File: config.mk
export PLATFORM = sky130hd
export DESIGN_NAME = alu_seq_unit
export DESIGN_NICKNAME = d
export VERILOG_FILES = /design/src/rtl/alu_seq_unit.sv
export SDC_FILE = /design/constraint.sdc
export NUM_CORES = 1
export LEC_CHECK = 0
export BUFFER_PORTS_ARGS = -buffer_cell sky130_fd_sc_hd__buf_2
export CORE_MARGIN = 2
export CORE_UTILIZATION = 50
export DETAILED_ROUTE_END_ITERATION = 10
export GPL_ROUTABILITY_DRIVEN = 0
export PLACE_DENSITY = 0.73
export SLEW_MARGIN = 20
export SYNTH_ARGS = -nofsm -noshare
export SYNTH_HDL_FRONTEND = slang
export SYNTH_SLANG_ARGS = --single-unit
File: constraint.sdc
create_clock -name clk -period 4.8 [get_ports clk]
set_clock_uncertainty 0.15 [all_clocks]
set_input_delay 0.96 -clock clk [delete_from_list [all_inputs] [get_ports clk]]
set_output_delay 0.96 -clock clk [all_outputs]
set_load 0.01 [all_outputs]
File: src/rtl/alu_seq_unit.sv
// Chunk-serial add/subtract responder with valid/ready request and response handshakes.
// Optional status flags (zero, carry, signed overflow) are built when ALU_SEQ_FLAGS_EN is defined.
module alu_seq_unit #(
  parameter int WIDTH = 16,
  parameter int CHUNK = 4
) (
  input  logic             clk,
  input  logic             rst,
  input  logic             in_valid,
  output logic             in_ready,
  input  logic [WIDTH-1:0] in_data1,
  input  logic [WIDTH-1:0] in_data2,
  input  logic             alu_op,
  output logic             out_valid,
  input  logic             out_ready,
  output logic [WIDTH-1:0] out_data
`ifdef ALU_SEQ_FLAGS_EN
  ,
  output logic             flag_zero,
  output logic             flag_carry,
  output logic             flag_ovf
`endif
);

  localparam int CYCLES = WIDTH / CHUNK;
  localparam int CNT_W  = (CYCLES > 1) ? $clog2(CYCLES) : 1;

  typedef enum logic [1:0] {
    IDLE = 2'd0,
    CALC = 2'd1,
    DONE = 2'd2
  } state_t;

  state_t           state_q, state_d;
  logic [WIDTH-1:0] a_q, a_d;
  logic [WIDTH-1:0] b_q, b_d;
  logic             op_q, op_d;
  logic             carry_q, carry_d;
  logic [CNT_W-1:0] count_q, count_d;
  logic [WIDTH-1:0] res_q, res_d;
  logic [WIDTH-1:0] out_data_q, out_data_d;

  logic [CHUNK-1:0] a_chunk;
  logic [CHUNK-1:0] b_eff;
  logic [CHUNK:0]   sum;
  logic             last_chunk;

`ifdef ALU_SEQ_FLAGS_EN
  logic zero_q, zero_d;
  logic cout_q, cout_d;
  logic ovf_q, ovf_d;
  logic msb_cin;
`endif

  // Current chunk, with B inverted for subtract; the +1 comes from the preset carry.
  assign a_chunk    = a_q[count_q*CHUNK +: CHUNK];
  assign b_eff      = op_q ? ~b_q[count_q*CHUNK +: CHUNK] : b_q[count_q*CHUNK +: CHUNK];
  assign sum        = {1'b0, a_chunk} + {1'b0, b_eff} + {{CHUNK{1'b0}}, carry_q};
  assign last_chunk = (count_q == CNT_W'(CYCLES - 1));

  always_ff @(posedge clk) begin
    if (rst) begin
      state_q    <= IDLE;
      a_q        <= '0;
      b_q        <= '0;
      op_q       <= 1'b0;
      carry_q    <= 1'b0;
      count_q    <= '0;
      res_q      <= '0;
      out_data_q <= '0;
`ifdef ALU_SEQ_FLAGS_EN
      zero_q     <= 1'b0;
      cout_q     <= 1'b0;
      ovf_q      <= 1'b0;
`endif
    end else begin
      state_q    <= state_d;
      a_q        <= a_d;
      b_q        <= b_d;
      op_q       <= op_d;
      carry_q    <= carry_d;
      count_q    <= count_d;
      res_q      <= res_d;
      out_data_q <= out_data_d;
`ifdef ALU_SEQ_FLAGS_EN
      zero_q     <= zero_d;
      cout_q     <= cout_d;
      ovf_q      <= ovf_d;
`endif
    end
  end

  always_comb begin
    state_d    = state_q;
    a_d        = a_q;
    b_d        = b_q;
    op_d       = op_q;
    carry_d    = carry_q;
    count_d    = count_q;
    res_d      = res_q;
    out_data_d = out_data_q;
    in_ready   = 1'b0;
    out_valid  = 1'b0;
`ifdef ALU_SEQ_FLAGS_EN
    zero_d     = zero_q;
    cout_d     = cout_q;
    ovf_d      = ovf_q;
    msb_cin    = sum[CHUNK-1] ^ a_chunk[CHUNK-1] ^ b_eff[CHUNK-1];
`endif

    case (state_q)
      IDLE: begin
        in_ready = 1'b1;
        if (in_valid) begin
          a_d     = in_data1;
          b_d     = in_data2;
          op_d    = alu_op;
          carry_d = alu_op;
          count_d = '0;
          res_d   = '0;
          state_d = CALC;
        end
      end
      CALC: begin
        res_d[count_q*CHUNK +: CHUNK] = sum[CHUNK-1:0];
        carry_d = sum[CHUNK];
        count_d = count_q + 1'b1;
        // The result only becomes visible once every chunk is done.
        if (last_chunk) begin
          count_d    = '0;
          out_data_d = res_d;
          state_d    = DONE;
`ifdef ALU_SEQ_FLAGS_EN
          zero_d     = (res_d == '0);
          cout_d     = sum[CHUNK];
          ovf_d      = msb_cin ^ sum[CHUNK];
`endif
        end
      end
      DONE: begin
        out_valid = 1'b1;
        if (out_ready) begin
          state_d = IDLE;
        end
      end
      default: begin
        state_d = IDLE;
      end
    endcase
  end

  assign out_data = out_data_q;

`ifdef ALU_SEQ_FLAGS_EN
  assign flag_zero  = zero_q;
  assign flag_carry = cout_q;
  assign flag_ovf   = ovf_q;
`endif

endmodule

==> summary.json, run 1 <==
{
  "grt_use_met2": 0.324,
  "number_of_warnings_reported_in_the_yosys_synthesis_log": 0,
  "max_freq_mhz": 298,
  "crit_path_max_incr_delay_ns": 0.87,
  "final_cell_area_um2": 3710,
  "period_share": 0.699,
  "placement.cell_area_um2": 3520,
  "row_count": 29,
  "postSynthAreaPerCell_um2": 8.41,
  "die_width_um": 84.6,
  "grt_first_pass_wirelength_um": 11600,
  "worstHoldPathType": "flop to flop",
  "global_route.usage.met1": 0.267,
  "clock_tree.htree_level_count": 3,
  "regToRegEndpoint": "res_q[10]",
  "worst_ir_drop_vdd_mv": 0.258,
  "grt_most_used_layer": "met2",
  "grt_remaining_overflow": 0,
  "totalNegativeSetupSlack_ns": 0,
  "cts_tree": "done",
  "globalRouteMet3Util": 0.0570,
  "drt_antenna_net_count": 0,
  "grt_antenna_before_repair": 0,
  "most_used_standard_cells_in_the_synthesized_netlist": "83 x nand2_1, 70 x dfxtp_1, 59 x a21oi_1",
  "netlist.top_cell.by_area": "dfxtp_1",
  "mappedNetlistNets": 434,
  "ctsRootBufferMaster": "clkbuf_8",
  "synth_async_sr_flop_share": 0,
  "num_vias": 2737,
  "design.core.area_um2": 6310,
  "grt_use_total": 0.202,
  "drt_iter0_drc": 153,
  "n_antenna_cell": 0,
  "post_drt_via_cell_ratio": 5.36,
  "detail_route.drc_violations": 0,
  "cts-resized-gates": 0,
  "cts-buffers-inserted": 9,
  "cts_hold_repair.buffers": 0,
  "starting_utilization_of_the_core_area": 0.514,
  "fillCellCount": 630,
  "number_of_failing_hold_endpoints_at_the_final_stage": 0,
  "hold_path_depth": 2,
  "num-nets-final": 477,
  "arrival_ns": 3.48,
  "area.growth.synth_to_final_pct": 14.2,
  "synth_sequential_area_ratio": 0.432,
  "routedWlPerCell_um": 13.7,
  "critical_path_required_ns": 4.92,
  "p_leak_nw": 1.43,
  "crit_path_top_delay_cell": "dfxtp_1",
  "worstHoldEndpoint": "a_q[1]",
  "timing.critical_path.mode_cell": "fa_1",
  "fp.dieArea_um2": 7150,
  "critical_path.cell_chain": "mux4_2 -> xnor2_1 -> fa_1 -> inv_1 -> fa_1 -> xor2_1 -> and2_1 -> nand2_1 -> a21oi_1",
  "timing.reg2reg.worst_path_depth": 9,
  "worst_setup_path_start_kind": "flop",
  "synth_edf_count": 0,
  "post_synth_inst_count": 386,
  "tightestPinTransition_ns": 0.832,
  "drt-total-wl_um": 7000,
  "synth_most_common_cell": "nand2_1",
  "io-pin-count": 55,
  "timing_max_transition_violations_final": 0,
  "endpoint_kind": "flop",
  "die_height_um": 84.6,
  "place.detailed.hpwl_um": 4790,
  "setup_repair_after_global_routing_missed_its_margin": "no",
  "cts-root-to-sink-buffers": 2,
  "timing.max_cap.violations": 0,
  "critical_path_peak_fanout": 18,
  "grt_pass1_vias": 2490,
  "crit_buf_inv": 1,
  "timing.hold.worst.start": "a_q[1]",
  "netlist_top_cells_area": "dfxtp_1 43%, nand2_1 9.6%, a21oi_1 9.1%",
  "grt_start_max_net_pins": 71,
  "path_delay_family": "flip-flops",
  "max-slew-margin-rel": 0.445,
  "critical_path_class": "flop to flop",
  "power.density_nw_per_um2": 328,
  "run_status": "finished, final reports clean",
  "synth.lib_cells_used.distinct": 38,
  "postCtsSetupBuffers": 0,
  "drt_pre_antenna_iters": 4,
  "timing.critical_path.depth": 9,
  "synthFlopType": "dfxtp_1",
  "synth_seq_cells": 70,
  "period_needed_ns": 3.35,
  "worst_setup_hold_path_clk_slew_ns": 0.07,
  "worst_skew_pair.late_latency_ns": 0.35,
  "drive_gt1_frac": 0.210,
  "timing.rr.start": "count_q[0]",
  "clock_sink_count": 70,
  "synthesis.area_um2": 3250,
  "buffer_ports.inserted": 54,
  "setup_violations": 0,
  "top_cell_type_s_share_of_synthesized_area": 0.432,
  "ff2ff_setup_slack_ns": 1.45
}
[metrics by stage]
step            util  hold slack [ns]  total power, mW  worst slack, ns  instances
2_1_floorplan      -            0.282            0.746             1.94        386
3_3_place_gp   0.557            0.290            0.787             1.52        495
3_5_place_dp   0.557            0.297            0.791             1.41        495
4_1_cts        0.587            0.307             1.23             1.40        511
5_1_grt        0.587            0.324             1.27             1.20        511
6_report       0.587            0.305             1.21             1.45        511
[where the power goes]
part | switching (mW) | internal (mW)
registers | 0.0177 | 0.602
logic | 0.0969 | 0.0614
clock network | 0.222 | 0.214
[how the worst max path moves through the flow]
stage	from	to
after global routing	count_q[0]	res_q[14]
after detailed placement	count_q[0]	res_q[10]
final	count_q[0]	res_q[10]
after floorplan	count_q[0]	res_q[9]
after CTS	count_q[0]	res_q[10]
after global placement	count_q[0]	res_q[10]
[routing by layer]
metal	share of wire	up-vias
li1	-	1407
met1	0.47	1253
met2	0.47	66
met3	0.049	11
met4	0.015	0
met5	0	-
[placed cells by master (no fill, tap or decap), types with 2 or more instances in the layout]
cell type   instances
a211oi_1           12
a21oi_1            59
a22oi_1             4
a311oi_1            4
buf_2              54
buf_4               3
clkbuf_8           11
clkinv_2            2
clkinvlp_4          2
dfxtp_1            70
fa_1                2
ha_1                9
inv_1              12
mux2i_1             3
mux4_1              2
mux4_2              6
nand2_1            83
nand3_1            11
nand3b_1            6
nor2_1             27
nor2_2              5
nor2b_1             6
nor3_1              4
o21ai_0            13
o2bb2ai_1           3
or2_1               2
or3b_1              2
xor2_1              4
[final cells by class]
cell class | count | area [um2] | area share
multi-input cells | 279 | 1690 | 0.455
flip-flops and latches | 70 | 1400 | 0.378
repair buffers | 57 | 293 | 0.0790
clock buffers | 11 | 151 | 0.0409
well taps | 77 | 96.3 | 0.0260
inverters | 12 | 45.0 | 0.0122
clock inverters | 5 | 33.8 | 0.00912
[flip-flops by register name, summed over array words and instances (netlist names)]
register and cells:
res_q 16, count_q 2, out_data 16, state_q 2, carry_q 1, op_q 1, b_q 16, a_q 16
[logic make-up (layout without fill, tap and decap cells)]
logic type | count (synthesis) | in the layout | synth area share
xor gates and xnor gates | 5 | 5 | 0.0135
adders and majority gates | 11 | 11 | 0.0470
DFF | 70 | 70 | 0.432
AOI/OAI and AO/OA | 99 | 99 | 0.179
and+or+nand+nor | 153 | 153 | 0.212
muxes | 11 | 11 | 0.0671
buffers and inverters | 37 | 85 | 0.0493
[worst reg2reg max path: cells and delay by family, from the launching register on]
kind	cells	cell delay, ns
buf+inv	1	0.06
xor+xnor	2	0.54
flops	1	0.87
simple gates	2	0.32
fa+ha+maj	2	0.59
mux	1	0.61
compound gates	1	0.15
Note: power is estimated with default switching activity, not from simulation.
==> inputs of run 2 (changes only) <==
--- a/config.mk
+++ b/config.mk
@@ -5,12 +5,13 @@
 export SDC_FILE = /design/constraint.sdc
 export NUM_CORES = 1
 export LEC_CHECK = 0
+export ABC_AREA = 1
 export BUFFER_PORTS_ARGS = -buffer_cell sky130_fd_sc_hd__buf_2
 export CORE_MARGIN = 2
 export CORE_UTILIZATION = 50
 export DETAILED_ROUTE_END_ITERATION = 10
 export GPL_ROUTABILITY_DRIVEN = 0
-export PLACE_DENSITY = 0.73
+export PLACE_DENSITY = 0.76
 export SLEW_MARGIN = 20
 export SYNTH_ARGS = -nofsm -noshare
 export SYNTH_HDL_FRONTEND = slang
==> constraint.sdc (replaced) <==
create_clock -name clk -period 2.8 [get_ports clk]
set_clock_uncertainty 0.15 [all_clocks]
set_input_delay 0.56 -clock clk [delete_from_list [all_inputs] [get_ports clk]]
set_output_delay 0.56 -clock clk [all_outputs]
set_load 0.01 [all_outputs]
==> run 2 against run 1 <==
  * Synthesized cell count increased by 17%
  * Critical path type unchanged
  * Design area increased by 3.1%
  * Worst hold slack got worse by 0.0036 ns
  * Clock power increased by 82%
  * Global-route usage increased by 0.90 points
  * First-iteration DRC count decreased by 12%
  * Core utilization increased by 1.1 points
  * Worst setup slack got worse by 1.3 ns
  * Total power increased by 87%
  * Largest cell class unchanged
==> summary.json, run 2 <==
{
  "run_status": {"value": "finished, final reports clean", "change": "unchanged"},
  "crit_path_top_delay_cell": {"value": "dfxtp_1", "change": "unchanged"},
  "mappedNetlistNets": {"value": 500, "change": "was 434"},
  "die_width": {"value": 85.5, "unit": "um", "change": "was 84.6 um"},
  "synth_edf_count": {"value": 0, "change": "unchanged"},
  "synth_sequential_area_ratio": {"value": 0.422, "change": "was 0.432"},
  "timing.max_cap.violations": {"value": 0, "change": "unchanged"},
  "detail_route.drc_violations": {"value": 0, "change": "unchanged"},
  "number_of_failing_hold_endpoints_at_the_final_stage": {"value": 0, "change": "unchanged"},
  "endpoint_kind": {"value": "flop", "change": "unchanged"},
  "area.growth.synth_to_final": {"value": 14.9, "unit": "%", "change": "was 14.2%"},
  "top_cell_type_s_share_of_synthesized_area": {"value": 0.422, "change": "was 0.432"},
  "synthFlopType": {"value": "dfxtp_1", "change": "unchanged"},
  "num_vias": {"value": 2897, "change": "was 2737"},
  "worstHoldPathType": {"value": "input pin to flop", "change": "was flop to flop"},
  "worst_skew_pair.late_latency": {"value": 0.35, "unit": "ns", "change": "about the same"},
  "detailroute.wirelength.met3": {"value": 352, "unit": "um", "change": "was 340 um"},
  "synth.lib_cells_used.distinct": {"value": 36, "change": "was 38"},
  "drt-total-wl": {"value": 7030, "unit": "um", "change": "was 7000 um"},
  "tightestPinTransition": {"value": 0.757, "unit": "ns", "change": "was 0.832 ns"},
  "worst_setup_hold_path_clk_slew": {"value": 0.08, "unit": "ns", "change": "was 0.07 ns"},
  "drt_pre_antenna_iters": {"value": 4, "change": "unchanged"},
  "grt_use_total": {"value": 0.211, "change": "was 0.202"},
  "met1Wirelength": {"value": 3260, "unit": "um", "change": "was 3300 um"},
  "post_drt_via_cell_ratio": {"value": 4.96, "change": "was 5.36"},
  "top_signal_layer_used": {"value": "met4", "change": "unchanged"},
  "ctsRootBufferMaster": {"value": "clkbuf_8", "change": "unchanged"},
  "arrival": {"value": 2.77, "unit": "ns", "change": "was 3.48 ns"},
  "max_freq": {"value": 379, "unit": "MHz", "change": "was 298 MHz"},
  "timing_max_transition_violations_final": {"value": 0, "change": "unchanged"},
  "drt_antenna_net_count": {"value": 0, "change": "unchanged"},
  "commonest_cells_after_routing_fill_and_taps_aside": {"value": "84 x nor2_1, 70 x dfxtp_1, 67 x o21ai_0", "change": "was 83 x nand2_1, 70 x dfxtp_1, 59 x a21oi_1"},
  "fin_util": {"value": 0.598, "change": "was 0.587"},
  "grt_pass1_vias": {"value": 2725, "change": "was 2490"},
  "worst_ir_drop_vdd": {"value": 0.364, "unit": "mV", "change": "was 0.258 mV"},
  "p_leak": {"value": 1.73, "unit": "nW", "change": "was 1.43 nW"},
  "critical_path_peak_fanout": {"value": 16, "change": "was 18"},
  "starting_utilization_of_the_core_area": {"value": 0.520, "change": "was 0.514"},
  "cts_hold_repair.buffers": {"value": 0, "change": "unchanged"},
  "io-pin-count": {"value": 55, "change": "unchanged"},
  "timing.critical_path.mode_cell": {"value": "fa_1", "change": "unchanged"},
  "num-nets-final": {"value": 550, "change": "was 477"},
  "design.core.area": {"value": 6390, "unit": "um2", "change": "was 6310 um2"},
  "max-slew-margin-rel": {"value": 0.495, "change": "was 0.445"},
  "drt_iter0_drc": {"value": 135, "change": "was 153"},
  "synth_most_common_cell": {"value": "nor2_1", "change": "was nand2_1"},
  "post_synth_inst_count": {"value": 452, "change": "was 386"},
  "critical_path.cell_chain": {"value": "buf_4 -> a21oi_1 -> a32o_1 -> fa_1 -> inv_1 -> fa_1 -> xor2_2 -> nand3_1 -> o21ai_1 -> nand2_1 -> a21oi_2", "change": "was mux4_2 -> xnor2_1 -> fa_1 -> inv_1 -> fa_1 -> xor2_1 -> and2_1 -> nand2_1 -> a21oi_1"},
  "netlist.top_cell.by_area": {"value": "dfxtp_1", "change": "unchanged"},
  "crit_path_max_incr_delay": {"value": 0.42, "unit": "ns", "change": "was 0.87 ns"},
  "setup_violations": {"value": 0, "change": "unchanged"},
  "row_count": {"value": 29, "change": "unchanged"},
  "synth_seq_cells": {"value": 70, "change": "unchanged"},
  "grt_first_pass_wirelength": {"value": 12300, "unit": "um", "change": "was 11600 um"},
  "clock_tree.htree_level_count": {"value": 3, "change": "unchanged"},
  "clock_sink_count": {"value": 70, "change": "unchanged"},
  "n_antenna_cell": {"value": 0, "change": "unchanged"},
  "path_delay_family": {"value": "adder cells", "change": "was flip-flops"},
  "crit_buf_inv": {"value": 2, "change": "was 1"},
  "critical_path_class": {"value": "flop to flop", "change": "unchanged"},
  "fp.dieArea": {"value": 7310, "unit": "um2", "change": "was 7150 um2"},
  "buffer_ports.inserted": {"value": 54, "change": "unchanged"},
  "most_used_standard_cells_in_the_synthesized_netlist": {"value": "84 x nor2_1, 70 x dfxtp_1, 67 x o21ai_0", "change": "was 83 x nand2_1, 70 x dfxtp_1, 59 x a21oi_1"},
  "critical_path_required": {"value": 2.93, "unit": "ns", "change": "was 4.92 ns"},
  "drive_gt1_frac": {"value": 0.213, "change": "was 0.210"},
  "die_height": {"value": 85.5, "unit": "um", "change": "was 84.6 um"},
  "postSynthAreaPerCell": {"value": 7.35, "unit": "um2", "change": "was 8.41 um2"},
  "routedWlPerCell": {"value": 12.0, "unit": "um", "change": "was 13.7 um"},
  "netlist_top_cells_area": {"value": "dfxtp_1 42%, o21ai_0 10%, nor2_1 9.5%", "change": "was dfxtp_1 43%, nand2_1 9.6%, a21oi_1 9.1%"},
  "period_share": {"value": 0.943, "change": "was 0.699"},
  "power.density": {"value": 596, "unit": "nW/um2", "change": "was 328 nW/um2"},
  "worst_setup_path_start_kind": {"value": "flop", "change": "unchanged"},
  "cts_tree": {"value": "done", "change": "unchanged"},
  "grt_remaining_overflow": {"value": 0, "change": "unchanged"},
  "detailroute.wirelength.met2": {"value": 3270, "unit": "um", "change": "was 3260 um"},
  "period_needed": {"value": 2.64, "unit": "ns", "change": "was 3.35 ns"},
  "leading_cell_type_in_the_layout_fill_and_taps_excluded": {"value": "nor2_1", "change": "was nand2_1"},
  "grt_antenna_before_repair": {"value": 0, "change": "unchanged"},
  "cts-buffers-inserted": {"value": 9, "change": "unchanged"},
  "grt_start_max_net_pins": {"value": 37, "change": "was 71"},
  "place.detailed.hpwl": {"value": 5030, "unit": "um", "change": "was 4790 um"},
  "synthesis.area": {"value": 3320, "unit": "um2", "change": "was 3250 um2"},
  "synth_async_sr_flop_share": {"value": 0, "change": "unchanged"},
  "cts-root-to-sink-buffers": {"value": 2, "change": "unchanged"},
  "totalPowerFinal": {"value": 2.28, "unit": "mW", "change": "was 1.21 mW"},
  "number_of_warnings_reported_in_the_yosys_synthesis_log": {"value": 0, "change": "unchanged"}
}
## run 2: cell count changes after synthesis, moves of 10 or more
cell and change:
a21oi_1 -31, nor2_1 +57, o21ai_0 +54, nand2_2 +11, nand2_1 -26, inv_1 +37
a211oi_1 -12, a21oi_2 +10
## run 2: metrics by stage
step,std cells,hold slack (ns),setup slack (ns),area [um2],setup TNS (ns)
global route,584,0.309,-0.0229,3820,-0.0685
global placement,567,0.304,0.266,3610,0
CTS,583,0.295,0.139,3800,0
finish,584,0.302,0.159,3820,0
detailed placement,567,0.309,0.177,3610,0
floorplan,452,0.294,0.229,3320,0
## run 2: area by class of cell
type                            count  area (um2)
Clock inverter                      6        62.6
Timing Repair Buffer               63         342
Inverter                           52         201
Fill cell                         607        2570
Multi-Input combinational cell    306        1590
Sequential cell                    70        1400
Clock buffer                       10         128
Tap cell                           77        96.3
## run 2: worst paths after layout
path         slack, ns  cells past startpoint        end   startpoint
max reg2reg       0.16                     11  res_q[14]   count_q[0]
max               0.16                     11  res_q[14]   count_q[0]
min               0.30                      3     a_q[1]  in_data1[1]
min reg2reg       0.31                      2   res_q[3]     res_q[3]
## run 2: cell families after synthesis
logic type | synth area share
compound gates | 0.207
xor+xnor | 0.0132
fa+ha+maj | 0.0459
buf+inv | 0.102
flops | 0.422
simple gates | 0.209
## run 2: worst min-delay path, stage by stage
cell	delay (ns)
buf_2	0.07
o21ai_0	0.07
nor2_1	0.07
## run 2: timing repair
| action | in CTS | in global routing |
|---|---|---|
| gates resized for setup | 0 | 3 |
| setup endpoints to repair | 0 | 7 |
| setup buffers | 0 | 1 |
## run 2: where the power goes
part	total, mW	switching [mW]	internal [mW]
logic	0.406	0.257	0.149
registers	1.08	0.0317	1.05
clock network	0.794	0.386	0.408
## run 2: per-layer routing
metal,track usage,vias to the layer above
met1,0.269,1259
met4,0.105,0
li1,-,1555
met5,0,-
met3,0.0443,12
met2,0.341,71
